==> src/rtl/merge_pass_param.sv <==
`default_nettype none
// ============================================================================
// Module      : merge_pass_param
// Description : One merge pass. Merges adjacent sorted runs of length
//               2^run_log2 from src into runs twice as long in dst.
// Revision    : 1.0 - initial release
// ============================================================================
module merge_pass_param #(
    parameter int DATA_W = 32,
    parameter int ADDR_W = 4
) (
    input  logic              ap_clk,
    input  logic              ap_rst,
    input  logic              ap_start,
    output logic              ap_done,
    input  logic              ap_continue,
    output logic              ap_idle,
    output logic              ap_ready,
    input  logic [4:0]        run_log2,
    input  logic              mode_desc,
    input  logic              mode_signed,
    output logic [ADDR_W-1:0] src_address0,
    output logic              src_ce0,
    input  logic [DATA_W-1:0] src_q0,
    output logic [ADDR_W-1:0] src_address1,
    output logic              src_ce1,
    input  logic [DATA_W-1:0] src_q1,
    output logic [ADDR_W-1:0] dst_address0,
    output logic              dst_ce0,
    output logic              dst_we0,
    output logic [DATA_W-1:0] dst_d0
);

    localparam int PW = ADDR_W + 1;
    localparam int WW = ADDR_W + 2;

    localparam logic [PW-1:0] c_N        = {1'b1, {ADDR_W{1'b0}}};
    localparam logic [PW-1:0] c_ONE      = {{ADDR_W{1'b0}}, 1'b1};
    localparam logic [4:0]    c_ADDR_W5  = 5'(ADDR_W);

    localparam logic [1:0] c_S_IDLE  = 2'd0;
    localparam logic [1:0] c_S_READ  = 2'd1;
    localparam logic [1:0] c_S_WRITE = 2'd2;

    logic [1:0]    r_state;
    logic [PW-1:0] r_a_ptr, r_a_end, r_b_ptr, r_b_end, r_out_idx, r_run_len;
    logic          r_desc, r_signed, r_done;

    function automatic logic [PW-1:0] clamp_n(input logic [WW-1:0] v);
        return (v > {1'b0, c_N}) ? c_N : v[PW-1:0];
    endfunction

    logic          w_in_read, w_in_write, w_last, w_accept;
    logic          w_a_valid, w_b_valid, w_a_le_b, w_a_ge_b, w_take_a;
    logic          w_pair_done;
    logic [PW-1:0] w_run_len, w_init_b_end, w_a_nxt, w_b_nxt, w_na_end, w_nb_end;

    assign w_in_read  = (r_state == c_S_READ);
    assign w_in_write = (r_state == c_S_WRITE);
    assign w_last     = w_in_read && (r_out_idx == c_N);
    assign w_accept   = (r_state == c_S_IDLE) && ap_start && !r_done;

    // Run lengths at or beyond N collapse to a single run: plain copy.
    assign w_run_len    = (run_log2 >= c_ADDR_W5) ? c_N : (c_ONE << run_log2);
    assign w_init_b_end = clamp_n({1'b0, w_run_len} + {1'b0, w_run_len});

    assign w_a_valid = (r_a_ptr < r_a_end);
    assign w_b_valid = (r_b_ptr < r_b_end);
    assign w_a_le_b  = r_signed ? ($signed(src_q0) <= $signed(src_q1)) : (src_q0 <= src_q1);
    assign w_a_ge_b  = r_signed ? ($signed(src_q0) >= $signed(src_q1)) : (src_q0 >= src_q1);
    // Equal keys resolve toward run A so the merge stays stable.
    assign w_take_a  = w_a_valid && (!w_b_valid || (r_desc ? w_a_ge_b : w_a_le_b));

    assign w_a_nxt     = r_a_ptr + {{ADDR_W{1'b0}}, w_take_a};
    assign w_b_nxt     = r_b_ptr + {{ADDR_W{1'b0}}, !w_take_a};
    assign w_pair_done = (w_a_nxt >= r_a_end) && (w_b_nxt >= r_b_end);
    assign w_na_end    = clamp_n({1'b0, r_b_end} + {1'b0, r_run_len});
    assign w_nb_end    = clamp_n({1'b0, w_na_end} + {1'b0, r_run_len});

    assign ap_done  = w_last || r_done;
    assign ap_ready = ap_done;
    assign ap_idle  = (r_state == c_S_IDLE) && !ap_start;

    assign src_ce0      = w_in_read && (r_out_idx != c_N);
    assign src_ce1      = src_ce0;
    assign src_address0 = src_ce0 ? r_a_ptr[ADDR_W-1:0] : '0;
    assign src_address1 = src_ce1 ? r_b_ptr[ADDR_W-1:0] : '0;

    assign dst_ce0      = w_in_write;
    assign dst_we0      = w_in_write;
    assign dst_address0 = w_in_write ? r_out_idx[ADDR_W-1:0] : '0;
    assign dst_d0       = w_in_write ? (w_take_a ? src_q0 : src_q1) : '0;

    always_ff @(posedge ap_clk or posedge ap_rst) begin
        if (ap_rst) begin
            r_state   <= c_S_IDLE;
            r_a_ptr   <= '0;
            r_a_end   <= '0;
            r_b_ptr   <= '0;
            r_b_end   <= '0;
            r_out_idx <= '0;
            r_run_len <= '0;
            r_desc    <= 1'b0;
            r_signed  <= 1'b0;
            r_done    <= 1'b0;
        end else begin
            if (ap_continue) begin
                r_done <= 1'b0;
            end else if (w_last) begin
                r_done <= 1'b1;
            end

            case (r_state)
                c_S_IDLE: begin
                    if (w_accept) begin
                        r_desc    <= mode_desc;
                        r_signed  <= mode_signed;
                        r_run_len <= w_run_len;
                        r_a_ptr   <= '0;
                        r_a_end   <= w_run_len;
                        r_b_ptr   <= w_run_len;
                        r_b_end   <= w_init_b_end;
                        r_out_idx <= '0;
                        r_state   <= c_S_READ;
                    end
                end
                c_S_READ: begin
                    r_state <= w_last ? c_S_IDLE : c_S_WRITE;
                end
                c_S_WRITE: begin
                    r_out_idx <= r_out_idx + c_ONE;
                    if (w_pair_done) begin
                        r_a_ptr <= r_b_end;
                        r_a_end <= w_na_end;
                        r_b_ptr <= w_na_end;
                        r_b_end <= w_nb_end;
                    end else begin
                        r_a_ptr <= w_a_nxt;
                        r_b_ptr <= w_b_nxt;
                    end
                    r_state <= c_S_READ;
                end
                default: r_state <= c_S_IDLE;
            endcase
        end
    end

endmodule
`default_nettype wire
==> config.mk <==
export PLATFORM = sky130hd
export DESIGN_NAME = merge_pass_param
export DESIGN_NICKNAME = d
export VERILOG_FILES = /design/src/rtl/merge_pass_param.sv
export SDC_FILE = /design/constraint.sdc
export NUM_CORES = 1
export LEC_CHECK = 0
export CAP_MARGIN = 20
export CELL_PAD_IN_SITES_DETAIL_PLACEMENT = 0
export CELL_PAD_IN_SITES_GLOBAL_PLACEMENT = 2
export CORE_MARGIN = 5
export CORE_UTILIZATION = 28
export CTS_BUF_LIST = sky130_fd_sc_hd__clkbuf_2
export DETAILED_ROUTE_END_ITERATION = 10
export GPL_TIMING_DRIVEN = 0
export PLACE_DENSITY_LB_ADDON = 0.1
export SLEW_MARGIN = 20
export SYNTH_ARGS = -nofsm -noshare
export SYNTH_HDL_FRONTEND = slang
export SYNTH_SLANG_ARGS = --single-unit
==> constraint.sdc <==
create_clock -name ap_clk -period 5.8 [get_ports ap_clk]
set_input_delay 0.58 -clock ap_clk [delete_from_list [all_inputs] [get_ports ap_clk]]
set_output_delay 0.58 -clock ap_clk [all_outputs]
set_load 0.05 [all_outputs]
Word-level counts from Yosys, hierarchy flattened
Index checks and enable logic that the tools add are counted.
{"block": "totals", "reg_bits": 35, "input_bits": 75, "out_inout_bits": 51, "wordCells": 83}
{"block": "op_classes", "add_sub_neg": 6, "order_cmp": 12, "n_eq_ne": 6, "shift": 1, "mux": 29, "n_reduce_logical": 19}
{"op": "32-bit >= comparator", "n": 2}
{"op": "32-bit less-or-equal comparator", "n": 2}
{"op": "32-bit two-way mux", "n": 2}
{"op": "5-bit two-way mux", "n": 11}
{"op": "5-bit case mux with 2 select lines", "n": 5}
{"op": "5-bit by 5-bit adder with 6-bit output", "n": 3}
{"op": "6-bit by 5-bit greater-than comparator with 1-bit output (second input constant)", "n": 3}
{"op": "4-bit two-way mux", "n": 3}
{"op": "5-bit by 1-bit adder with 5-bit output", "n": 2}
{"op": "5-bit >= comparator", "n": 2}
{"op": "5-bit < comparator", "n": 2}
{"op": "1-bit logical AND", "n": 7}
{"op": "2-bit case mux with 3 select lines", "n": 1}
{"op": "5-bit by 1-bit adder with 5-bit output (second input constant)", "n": 1}
{"op": "5-bit == test (second input constant)", "n": 1}
{"op": "5-bit by 3-bit >= comparator with 1-bit output (second input constant)", "n": 1}
{"op": "1-bit two-way mux", "n": 5}
{"op": "5-bit != test (second input constant)", "n": 1}
{"op": "1-bit by 5-bit left shift with 5-bit output (first input constant)", "n": 1}
{"op": "1-bit logical NOT", "n": 4}
{"op": "2-bit two-way mux", "n": 2}
{"op": "2-bit AND reduction", "n": 2}
{"op": "2-bit nonzero test", "n": 2}
{"op": "3-bit AND reduction", "n": 1}
{"op": "6 further kinds", "n": 7}

Depth between registers and ports, before layout
{"block": "depth", "depth_word": 11, "mapped_depth": 21, "ltp_nobuf": 20}

Worst setup path after synthesis
OpenSTA, ideal clock, no wires.
{"block": "synth_timing", "kind": "input to register", "from": "input port src_q1[18]", "to": "register r_b_ptr[1]", "setup_time_ns": 0.164, "arrival_time_ns": 4.354, "t_required_ns": 5.636, "path_slack_ns": 1.282, "stages": 20, "path_buffers": 2, "cell_sequence": "inv_1 ha_1 nand4_2 nor4_4 a31oi_1 and3_1 and4_4 nor3_4 buf_8 ha_1 ha_1 nand3_1 xnor2_1 ha_1 a21oi_1 o31ai_1 nand2_1 clkbuf_1 mux2i_1 a21oi_1"}
{"block": "synth_between", "elab_chain_cells": 11, "word_cells_on_any_way": 17, "cone_classes": "add/sub (2); order compare (6); mux (5); reduce/logical (4)"}
{"item": "start, declared", "line_no": "27", "text": "input logic [DATA_W-1:0] src_q1,"}
{"item": "32-bit less-or-equal comparator / 32-bit >= comparator (equally long branches)", "line_no": "69, 70"}
{"item": "1-bit two-way mux (on tied branches)", "line_no": "69, 70"}
{"item": "1-bit two-way mux (*)", "line_no": "72", "text": "assign w_take_a = w_a_valid && (!w_b_valid || (r_desc ? w_a_ge_b : w_a_le_b));"}
{"item": "1-bit logical OR (*)", "line_no": "72"}
{"item": "1-bit logical AND (*)", "line_no": "72"}
{"item": "1-bit logical NOT", "line_no": "75", "text": "assign w_b_nxt = r_b_ptr + {{ADDR_W{1'b0}}, !w_take_a};"}
{"item": "5-bit by 1-bit adder with 5-bit output", "line_no": "75"}
{"item": "5-bit >= comparator", "line_no": "76", "text": "assign w_pair_done = (w_a_nxt >= r_a_end) && (w_b_nxt >= r_b_end);"}
{"item": "1-bit logical AND", "line_no": "76"}
{"item": "5-bit two-way mux (*)", "line_no": "132", "text": "if (w_pair_done) begin"}
{"item": "5-bit case mux with 2 select lines (*)", "line_no": "113", "text": "case (r_state)"}
{"item": "end signal, assigned", "line_no": "121", "text": "r_b_ptr <= w_run_len;"}
{"item": "end signal, assigned", "line_no": "135", "text": "r_b_ptr <= w_na_end;"}
{"item": "end signal, assigned", "line_no": "139", "text": "r_b_ptr <= w_b_nxt;"}
{"item": "end, declared", "line_no": "46", "text": "logic [PW-1:0] r_a_ptr, r_a_end, r_b_ptr, r_b_end, r_out_idx, r_run_len;"}
Mark *: on every way between the ends. The rest lies on a longest branch, timed or not.
A chain may end at the register's enable or synchronous reset.

Final worst setup path
{"block": "layout_timing", "from": "input port src_q1[22]", "to": "register r_a_end[4]"}
{"block": "layout_between", "elab_chain_cells": 11, "word_cells_on_any_way": 17, "cone_classes": "add/sub (2); order compare (6); eq/ne (1); mux (3); reduce/logical (5)"}
{"item": "32-bit less-or-equal comparator / 32-bit >= comparator (equally long branches)", "line_no": "69, 70"}
{"item": "1-bit two-way mux (on tied branches)", "line_no": "69, 70"}
{"item": "1-bit two-way mux (*)", "line_no": "72"}
{"item": "1-bit logical OR (*)", "line_no": "72"}
{"item": "1-bit logical AND (*)", "line_no": "72"}
{"item": "1-bit logical NOT", "line_no": "75"}
{"item": "5-bit by 1-bit adder with 5-bit output", "line_no": "75"}
{"item": "5-bit >= comparator", "line_no": "76"}
{"item": "1-bit logical AND (*)", "line_no": "76"}
{"item": "2-bit by 1-bit != test with 1-bit output (no source line) (*)"}
{"item": "3-bit AND reduction (no source line) (*)"}
{"item": "end signal, assigned", "line_no": "120", "text": "r_a_end <= w_run_len;"}
{"item": "end signal, assigned", "line_no": "134", "text": "r_a_end <= w_na_end;"}
{"item": "end, declared", "line_no": "46"}
Marks and branches as above.

==> flow_summary_export.csv <==
group,metric,value,unit
outcome,outcome,"completed",
run,timing.max_cap.violations,0,
synth,synthDominantAreaCellType,"sky130_fd_sc_hd__dfrtp_1",
timing,clock_skew,17.6,ps
detailed_routing,drt_first_iter_violations,181,
detailed_routing,routed_wl,14.4,mm
global_routing,grt_pass1_wl,23.1,mm
critical_path,cp.depth,22,
power_and_ir_drop,total_power,2810,uW
placed_design,placed_instance_area,0.00579,mm^2
timing,final_period_minus_worst_setup_slack,5290,ps
timing,maxSlewViolCount,0,
global_routing,number_of_global_route_vias_before_repair,4402,
critical_path,rrSetupSlack,960,ps
timing,timing.final.hold_violations,0,
cells_and_area,layout_overhead_on_the_synthesized_area,36.4,%
clock_network,numCtsBuffers,5,
power_and_ir_drop,power_density,481,mW/mm^2
critical_path,cp.buffers_inverters,4,
critical_path,crit_type,"input pin to register",
synth,synth_flop_cell,"sky130_fd_sc_hd__dfrtp_1",
floorplanning,io_pins,126,
timing,timing_worst_slew_pin_value,698,ps
critical_path,critPathMostFrequentCell,"sky130_fd_sc_hd__ha_1",
clock_network,max-clock-path-buffers,2,
cells_and_area,fin_area,0.00583,mm^2
synth,synth_top_cells_by_area,"sky130_fd_sc_hd__dfrtp_1 (20%), sky130_fd_sc_hd__ha_1 (19%), sky130_fd_sc_hd__mux2i_1 (8.7%)",
synth,largest_family_of_logic_cells_by_synthesized_area,"simple AND/OR/NAND/NOR gates",
timing,final_min_period_over_clock_period,91.2,%
synth,yosysSeqAreaShare,20.5,%
critical_path,critPathTopFamily,"simple AND/OR/NAND/NOR gates",
synth,synth-compound-area-share,16.5,%
synth,ys_warn_count,0,
critical_path,worst-endpoint-required,6130,ps
placed_design,place_congestion,0.822,
floorplanning,die_area,0.0179,mm^2
detailed_routing,wl_per_cell,16.5,um
synth,multiplexer_share_of_the_synthesized_area,9.18,%
critical_path,crit_path_end_kind,"register",
placed_design,detailedPlacementHpwl,11.7,mm
timing,worst_slew_margin_rel,53.3,%
detailed_routing,viasPerCell,4.91,
critical_path,crit_path_cell_trace,"clkdlybuf4s50_1 -> inv_1 -> ha_1 -> nand4_2 -> nor4_4 -> a31oi_1 -> and3_1 -> and4_4 -> nor3_4 -> buf_8 -> ha_1 -> ha_1 -> nand3_1 -> xnor2_1 -> ha_1 -> nand2_1 -> o31ai_1 -> nand2_1 -> clkbuf_2 -> nand2_1 -> a32oi_1 -> o21ai_1",
timing,layout_setup_ws,509,ps
global_routing,globalRouteOverflowTotal,0,
synth,synth-simple-area-share,23.3,%
cells_and_area,layout.nets,822,
placed_design,io_buffers,125,
floorplanning,floorplan.die.height,134,um
floorplanning,num_rows,45,
critical_path,worstPathArrival,5620,ps
synth,synth_enable_flop_cells,0,
clock_network,post_cts_resize_count,0,
critical_path,worstReg2RegEnd,"r_a_end[4]",
clock_network,ctsHoldBuffers,0,
timing,unrepaired_setup_endpoints_after_global_routing,"no",
critical_path,r2r-start,"r_b_end[1]",
clock_network,h_tree_level_count,2,
cells_and_area,num-fill-cells,1616,
global_routing,gr-usage-all-layers,16.0,%
clock_network,clkTransAtPathRegs,190,ps
clock_network,insertion_delay,410,ps
floorplanning,floorplan.initialDensity,28.3,%
synth,synth.top_cell.area_share,20.5,%
clock_network,cts_root_buffer,"sky130_fd_sc_hd__clkbuf_2",
detailed_routing,dr.pass1.iters,6,
synth,synthDistinctLibCells,59,
power_and_ir_drop,power.ir.vdd_worst,0.205,mV
synth,yosys.area_share.adder,19.9,%
timing,setup-violations-final,0,
placed_design,dp_worst_setup_slack,-126,ps
timing,fmax,0.189,GHz
synth,syn-instance-count,547,
detailed_routing,drt.antenna.violating_nets,0,
timing,hold_ws,344,ps
synth,number_of_nets_in_the_synthesized_netlist,689,
clock_network,sink_count,35,
critical_path,slowest_delay,490,ps
global_routing,grt_antenna_before_repair,2,
synth,yosys_register_bits,35,
synth,synth_area,0.00428,mm^2
global_routing,grt_max_degree,31,
min_path,holdCritPathClass,"input pin to async pin",
detailed_routing,route.vias.total,4272,
critical_path,timing.critical_path.fanout_max,10,
synth,async_reset_ff_share,100,%
floorplanning,fp.coreArea,0.0151,mm^2
critical_path,nature_of_the_critical_path_startpoint,"input pin",
synth,post_synth_xor_area_fraction,2.43,%
critical_path,worst_r2r_path_depth,21,
critical_path,cell_with_the_largest_stage_delay_on_the_worst_path,"sky130_fd_sc_hd__clkdlybuf4s50_1",
synth,synth.avg_cell_area,7.82,um^2
cells_and_area,drive_gt1_share,4.85,%
detailed_routing,route.detailed.drc,0,
clock_network,tritoncts,"built",
floorplanning,die_w,134,um
clock_network,post_cts_buffers,0,
power_and_ir_drop,total_leakage_power,0.00277,uW
## cells in the mapped netlist (all sizes together) (2+ instances only)
cell type,number
o21ai,26
nor2b,6
a31oi,5
o311ai,2
nand2b,7
mux2,2
clkbuf,19
nand4,9
inv,55
a22oi,4
o31ai,6
dfrtp,35
buf,7
xor2,5
o21a,3
or3,2
nand2,98
and2,12
mux2i,37
xnor2,6
ha,65
nand3,16
nor4,3
o22ai,2
a21oi,36
a211oi,9
nor2,29
a21o,9
fa,2
nor3,9
and3,5
## flip-flops by register name, summed over array words and instances, names as in the netlist
register and count:
r_a_end 5, r_run_len 5, r_state 2, r_out_idx 5, r_done 1, r_desc 1, r_a_ptr 5, r_b_ptr 5
r_b_end 5, r_signed 1
## layout by cell type, fill, tap and decap left out, types with 3 or more instances in the layout
| master | count |
|---|---|
| sky130_fd_sc_hd__o21ai_0 | 7 |
| sky130_fd_sc_hd__xnor2_1 | 5 |
| sky130_fd_sc_hd__and3_1 | 5 |
| sky130_fd_sc_hd__dfrtp_1 | 35 |
| sky130_fd_sc_hd__nand4_1 | 5 |
| sky130_fd_sc_hd__inv_1 | 50 |
| sky130_fd_sc_hd__xor2_1 | 5 |
| sky130_fd_sc_hd__a22oi_1 | 4 |
| sky130_fd_sc_hd__clkbuf_1 | 18 |
| sky130_fd_sc_hd__nand2b_1 | 7 |
| sky130_fd_sc_hd__ha_1 | 65 |
| sky130_fd_sc_hd__a31oi_1 | 5 |
| sky130_fd_sc_hd__nand3_1 | 16 |
| sky130_fd_sc_hd__buf_8 | 3 |
| sky130_fd_sc_hd__a21o_1 | 8 |
| sky130_fd_sc_hd__a21oi_1 | 36 |
| sky130_fd_sc_hd__clkdlybuf4s50_1 | 125 |
| sky130_fd_sc_hd__o31ai_1 | 6 |
| sky130_fd_sc_hd__o21ai_1 | 19 |
| sky130_fd_sc_hd__a211oi_1 | 9 |
| sky130_fd_sc_hd__nand4_2 | 4 |
| sky130_fd_sc_hd__o21a_1 | 3 |
| sky130_fd_sc_hd__and2_1 | 12 |
| sky130_fd_sc_hd__mux2i_1 | 37 |
| sky130_fd_sc_hd__nand2_1 | 98 |
| sky130_fd_sc_hd__inv_2 | 5 |
| sky130_fd_sc_hd__clkbuf_2 | 7 |
| sky130_fd_sc_hd__nor2b_1 | 6 |
| sky130_fd_sc_hd__nor2_1 | 29 |
| sky130_fd_sc_hd__buf_4 | 3 |
| sky130_fd_sc_hd__nor3_1 | 7 |
## layout make-up
cell class	count	area, um^2	area share, %
inverters	55	206	3.54
diodes	1	2.50	0.0429
clock inverters	2	7.51	0.129
well taps	188	235	4.03
clock buffers	6	30.0	0.515
flip-flops and latches	35	876	15.0
repair buffers	126	1270	21.8
multi-input cells	431	3060	52.5
plain buffers	26	145	2.49
## kinds of logic after synthesis
group	after synthesis
mux	39
flops	35
simple gates	202
compound gates	112
xor+xnor	11
buf+inv	81
fa+ha+maj	67
## per-layer routing
metal  GRT usage, %  up-vias  wire, um
li1               -     2163         -
met1           20.2     1977      6400
met2           27.6      113      6970
met3           3.63       17       801
met4           4.17        2       208
met5              0        -         7
## per-stage QoR
stage | TNS (ps) | instances | utilization, %
floorplan | 0 | 547 | -
global placement | -466 | 860 | 38.2
detailed placement | -511 | 861 | 38.4
CTS | 0 | 869 | 38.6
global route | 0 | 870 | 38.7
finish | 0 | 870 | 38.7
## worst max path at each step
stage / from / end / slack (ps)
CTS: src_q1[22] / r_a_end[4] / 310
finish: src_q1[22] / r_a_end[4] / 510
global placement: src_q1[22] / r_a_end[4] / -140
floorplan: src_q1[18] / r_b_ptr[1] / 1280
global route: src_q1[23] / r_a_ptr[4] / 20
detailed placement: src_q1[19] / r_a_end[4] / -130
## power breakdown
group          switching, uW  total, uW  internal, uW
logic                   1390       2290           897
clock network           87.9        117          29.0
registers               84.2        403           319
Power figures use the tool's default switching activity.
